--- config.mk ---
export PLATFORM = sky130hd
export DESIGN_NAME = cs_cmd_seq
export DESIGN_NICKNAME = d
export VERILOG_FILES = /design/src/rtl/cs_cmd_seq.sv
export SDC_FILE = /design/constraint.sdc
export NUM_CORES = 1
export LEC_CHECK = 0
export CELL_PAD_IN_SITES_DETAIL_PLACEMENT = 1
export CELL_PAD_IN_SITES_GLOBAL_PLACEMENT = 2
export CORE_ASPECT_RATIO = 2
export CORE_UTILIZATION = 34
export DETAILED_ROUTE_END_ITERATION = 10
export PLACE_DENSITY_LB_ADDON = 0.1
export SLEW_MARGIN = 20
export SYNTH_ARGS = -nofsm -noshare
export SYNTH_HDL_FRONTEND = slang
export SYNTH_SLANG_ARGS = --single-unit
export TNS_END_PERCENT = 20
--- constraint.sdc ---
create_clock -name clk -period 3.4 [get_ports clk]
set_input_delay 0.34 -clock clk [delete_from_list [all_inputs] [get_ports clk]]
set_output_delay 0.34 -clock clk [all_outputs]
set_load 0.02 [all_outputs]
--- src/rtl/cs_cmd_seq.sv ---
// Command sequencer for the control-stream path.
// Waits for FIFO space, accepts a UDP receive request, then walks a chain of
// NSTG stages with one-hot start/done handshakes. Stage 0 runs before the UDP
// receive is released; the remaining stages run afterwards. Each handshake
// state is guarded by a timeout that parks the FSM in ERR with a sticky flag.
//
// state | meaning
// IDLE  | waiting for all FIFO full flags to drop
// WAIT  | FIFO space available, waiting for a UDP receive request
// STG   | stage idx started, waiting for its done
// REL   | UDP receive released, waiting for the request to drop
// DONE  | one-cycle completion, bumps pkt_cnt
// ERR   | a stage or the release timed out, waiting for err_clr or abort
module cs_cmd_seq #(
  parameter int NSTG   = 3,
  parameter int NFIFO  = 3,
  parameter int TO_CYC = 50000,
  parameter int TO_W   = 16
) (
  input  logic              clk,
  input  logic              rst,
  input  logic [NFIFO-1:0]  fifo_full,
  input  logic              fs_udp_rx,
  output logic              fd_udp_rx,
  output logic [NSTG-1:0]   fs_stg,
  input  logic [NSTG-1:0]   fd_stg,
  input  logic              abort,
  input  logic              err_clr,
  output logic              busy,
  output logic              err,
  output logic [2:0]        err_stg,
  output logic [15:0]       pkt_cnt,
  output logic [7:0]        so
);

  typedef enum logic [3:0] {
    S_IDLE = 4'h8,
    S_WAIT = 4'h9,
    S_STG  = 4'hA,
    S_REL  = 4'hB,
    S_DONE = 4'hC,
    S_ERR  = 4'hE
  } state_t;

  localparam logic [2:0]      IDX_LAST = 3'(NSTG - 1);
  localparam bit              TO_EN    = (TO_CYC > 0);
  localparam logic [TO_W-1:0] TO_LAST  = TO_W'((TO_CYC > 0) ? TO_CYC - 1 : 0);

  state_t          state, state_nxt;
  logic [2:0]      idx, idx_nxt;
  logic [TO_W-1:0] to_cnt, to_cnt_nxt;
  logic [NSTG-1:0] stg_sel;
  logic            stg_done;
  logic            to_hit;
  logic            any_full;
  logic            err_set;
  logic            err_drop;
  logic            cnt_inc;

  // One-hot decode of the active stage index; done bits of other stages are masked off.
  always_comb begin
    stg_sel = '0;
    for (int i = 0; i < NSTG; i++) begin
      stg_sel[i] = (idx == 3'(i));
    end
  end

  assign stg_done = |(fd_stg & stg_sel);
  assign to_hit   = TO_EN && (to_cnt == TO_LAST);
  assign any_full = |fifo_full;

  // Next-state logic: abort beats completion, completion beats timeout.
  always_comb begin
    state_nxt = state;
    idx_nxt   = idx;
    err_set   = 1'b0;
    err_drop  = 1'b0;
    cnt_inc   = 1'b0;
    case (state)
      S_IDLE: begin
        if (!any_full) state_nxt = S_WAIT;
      end
      S_WAIT: begin
        if (abort || any_full) begin
          state_nxt = S_IDLE;
        end else if (fs_udp_rx) begin
          state_nxt = S_STG;
          idx_nxt   = 3'd0;
        end
      end
      S_STG: begin
        if (abort) begin
          state_nxt = S_IDLE;
        end else if (stg_done) begin
          if (idx == 3'd0) begin
            state_nxt = S_REL;
          end else if (idx == IDX_LAST) begin
            state_nxt = S_DONE;
          end else begin
            idx_nxt = idx + 3'd1;
          end
        end else if (to_hit) begin
          state_nxt = S_ERR;
          err_set   = 1'b1;
        end
      end
      S_REL: begin
        if (abort) begin
          state_nxt = S_IDLE;
        end else if (!fs_udp_rx) begin
          if (NSTG == 1) begin
            state_nxt = S_DONE;
          end else begin
            state_nxt = S_STG;
            idx_nxt   = 3'd1;
          end
        end else if (to_hit) begin
          state_nxt = S_ERR;
          err_set   = 1'b1;
        end
      end
      S_DONE: begin
        state_nxt = S_IDLE;
        cnt_inc   = !abort;
      end
      S_ERR: begin
        if (abort || err_clr) begin
          state_nxt = S_IDLE;
          err_drop  = 1'b1;
        end
      end
      default: state_nxt = S_IDLE;
    endcase
    // idx is parked at 0 whenever the sequencer goes back to IDLE
    if (state_nxt == S_IDLE) idx_nxt = 3'd0;
  end

  // Timeout counter restarts on each new handshake (state entry or stage change).
  always_comb begin
    to_cnt_nxt = '0;
    if ((state_nxt == S_STG || state_nxt == S_REL) &&
        (state_nxt != state || idx_nxt != idx)) begin
      to_cnt_nxt = '0;
    end else if (state == S_STG || state == S_REL) begin
      to_cnt_nxt = to_cnt + 1'b1;
    end
  end

  // State, stage index and timeout counter registers.
  always_ff @(posedge clk or posedge rst) begin
    if (rst) begin
      state  <= S_IDLE;
      idx    <= 3'd0;
      to_cnt <= '0;
    end else begin
      state  <= state_nxt;
      idx    <= idx_nxt;
      to_cnt <= to_cnt_nxt;
    end
  end

  // Sticky error flag and failing stage; err_stg survives err_clr for post-mortem.
  always_ff @(posedge clk or posedge rst) begin
    if (rst) begin
      err     <= 1'b0;
      err_stg <= 3'd0;
    end else if (err_set) begin
      err     <= 1'b1;
      err_stg <= (state == S_REL) ? 3'd0 : idx;
    end else if (err_drop) begin
      err     <= 1'b0;
    end
  end

  // Completed-command counter, wraps naturally.
  always_ff @(posedge clk or posedge rst) begin
    if (rst) begin
      pkt_cnt <= 16'd0;
    end else if (cnt_inc) begin
      pkt_cnt <= pkt_cnt + 16'd1;
    end
  end

  // Moore output decode from registered state.
  always_comb begin
    fs_stg    = (state == S_STG) ? stg_sel : '0;
    fd_udp_rx = (state == S_REL);
    busy      = (state == S_WAIT) || (state == S_STG) ||
                (state == S_REL)  || (state == S_DONE);
    so        = ~{1'b0, idx, state};
  end

endmodule

==> results.yml <==
critical_path:
  reg2regPathDepth: 9
  worstSetupStartpointType: "flip-flop"
  crit_family: "compound AO/OA/AOI/OAI gates"
  critical-path-slowest-cell: "a21oi_2"
  path_max_fanout: 16
  end_kind: "flip-flop"
  cpPeakStageDelay_ns: 0.72
  path_cells: "inv_1, ha_1, a222oi_1, buf_4, o311ai_1, a21o_1, a21oi_1, a21oi_2, a211oi_1"
  crit_type: "reg -> reg"
  critPathArrivalTime_ns: 3.05
  cp.required_ns: 3.52
  cp.depth: 9
  ff2ff_setup_slack_ns: 0.47
  cp.buffers_inverters: 2
  worstReg2RegEnd: "to_cnt[4]"
  r2r-start: "idx[0]"
layout:
  fin_cells: 402
  drive_above_1_share_pct: 13.9
  syn2layout_area_growth_pct: 28.4
  final_cell_mix: "dfrtp_1 (42), clkdlybuf4s50_1 (42), nand2_1 (18), xnor2_1 (18)"
  nNetsFinal: 326
  diodes: 0
global_route:
  grtUsageMet3_pct: 2.26
  globalRouteMet1Util_pct: 19.7
  grt_overflow_total: 0
  grt_max_degree: 23
  grt_most_used_layer: "met2"
  grt_pass1_vias: 2460
  use_met2_pct: 41.3
  grt_usage_pct: 20.8
  antenna_found_initial: 0
  grt_pass1_wl_um: 12600
die:
  start_util_pct: 35.6
  die_area_um2: 8030
  pin_count: 44
  coreArea_um2: 7320
  die_w_um: 63.9
  fp.dieH_um: 126
  fp-row-count: 44
job:
  drv_cap: 0
placement:
  dp_cells: 394
  port_buffers: 42
  gp_congestion: 0.921
  dp_hpwl_um: 5960
sta:
  finClkSkew_ns: 0.00608
  post-route-min-period_ns: 2.93
  worstMarginPinSlew_ns: 0.964
  fin_tns_setup_ns: 0
  finalSetupViolCount: 0
  rsz0062_at_grt: "false"
  fmax_mhz: 341
  slew_violations: 0
  relSlewSlack_pct: 35.7
  finalHoldViolCount: 0
  fin_crit_sh_pct: 86.2
clock_tree:
  cts_setup_buffers: 0
  cts.sinks: 43
  clockBufferDepth: 2
  h-tree-depth: 2
  cts_tree: "done"
  cts_buffers: 5
  clkTransAtPathRegs_ns: 0.06
  cts_repair_resize_count: 0
  clock_latency_ns: 0.29
  cts_root_buf: "clkbuf_16"
  cts_hold_buf: 0
route:
  wire_per_inst_um: 19.2
  routed_wl_um: 7720
  drcViolationCount: 0
  via_count: 2172
  drtAntennaViolNets: 0
  drt_iter0_markers: 83
  firstDrtPassIters: 4
  viasPerCell: 5.40
min_path:
  hp-class: "in -> async"
synthesis:
  synth.cell_area_um2: 2600
  synth_edf_count: 0
  ys_seq_area_share_pct: 41.4
  async_flop_share_pct: 100
  ys_warn_count: 0
  ys_types: 58
  netlist_instances: 258
  ys.flop_type: "dfrtp_1"
  syn_avg_cell_area_um2: 10.1
  ys_seq_elements: 43
power:
  peakVddDrop_mv: 0.240
  powerDensity_nw_per_um2: 341
  leakage_nw: 1.32
outcome:
  status: "complete, no violations"
worst reg2reg max path, stage by stage, from the launching register on:
cell and delay, ns:
dfrtp_1 0.39, inv_1 0.23, ha_1 0.35, a222oi_1 0.11
buf_4 0.17, o311ai_1 0.31, a21o_1 0.20, a21oi_1 0.12
a21oi_2 0.72, a211oi_1 0.18
synthesized netlist by cell type (all sizes together) (2+ instances only):
master  instances  area share, %
dfrtp          42             40
a211oi         18            7.3
nand2          18            2.6
xnor2          18            6.1
inv            16            2.3
nor2           15            2.2
nand3          12            2.3
xor2           12            4.0
and3            7            1.9
nand4           7            1.7
o21ai           7            1.3
clkbuf          6           0.86
ha              6            2.9
nor3            6            1.2
a21oi           5            1.1
and2            5            1.2
buf             5            1.5
nand2b          4           0.96
nor4bb          4            1.5
nor2b           3           0.72
nor4            3           0.72
nor4b           3            1.2
o41ai           3            1.0
a21o            2           0.58
a22oi           2           0.58
a311o           2           0.77
and4            2           0.67
or3b            2           0.67
how the worst max path moves through the flow:
stage	slack [ns]	to	from
after floorplan	0.60	to_cnt[10]	idx[0]
after global placement	0.22	to_cnt[2]	fifo_full[1]
after detailed placement	0.19	to_cnt[2]	fifo_full[1]
after CTS	0.44	to_cnt[4]	idx[0]
after global routing	0.24	to_cnt[4]	idx[0]
final	0.47	to_cnt[4]	idx[0]
power breakdown:
| part | switching (mW) | total (mW) | leakage (nW) | internal (mW) |
|---|---|---|---|---|
| Sequential | 0.00370 | 0.518 | 0.589 | 0.514 |
| Clock | 0.199 | 0.564 | 0.0868 | 0.365 |
| Combinational | 0.0323 | 0.0566 | 0.646 | 0.0244 |
metrics by stage:
step	area, um^2	utilization (%)	hold slack [ns]	power, mW	worst slack (ns)
floorplan	2610	-	0.455	0.555	0.602
global placement	3170	43.3	0.461	0.585	0.218
detailed placement	3170	43.3	0.464	0.585	0.190
CTS	3340	45.7	0.445	1.15	0.435
global route	3340	45.7	0.476	1.18	0.240
finish	3340	45.7	0.423	1.14	0.468
routing by layer:
metal | vias up | part of all wire, %
met1 | 1072 | 34
met3 | 16 | 1.8
met4 | 0 | 4.8
met2 | 51 | 59
met5 | - | 0
li1 | 1033 | -
flip-flops by register name, indices dropped and copies added (netlist names):
name and cells:
idx 3, err_stg 3, err 1, pkt_cnt 16, state 4, to_cnt 16
area by class of cell:
cell class                 count  area [um^2]
clock buffer                   6          139
fill                         820         3980
clock inverter                 2         35.0
inverter                      16         60.1
sequential                    43         1080
multi-input combinational    189         1410
timing repair buffer          54          510
tap                           92          115
cells by family after synthesis:
kind of cell,count (synthesis),synth area share (%)
AOI/OAI and AO/OA,54,19.1
xor gates and xnor gates,30,10.1
adders and majority gates,6,2.88
buffers and inverters,27,4.71
DFF,43,41.4
muxes,1,0.432
other,1,0.144
and+or+nand+nor,96,21.3
Note: power is estimated with default switching activity, not from simulation.
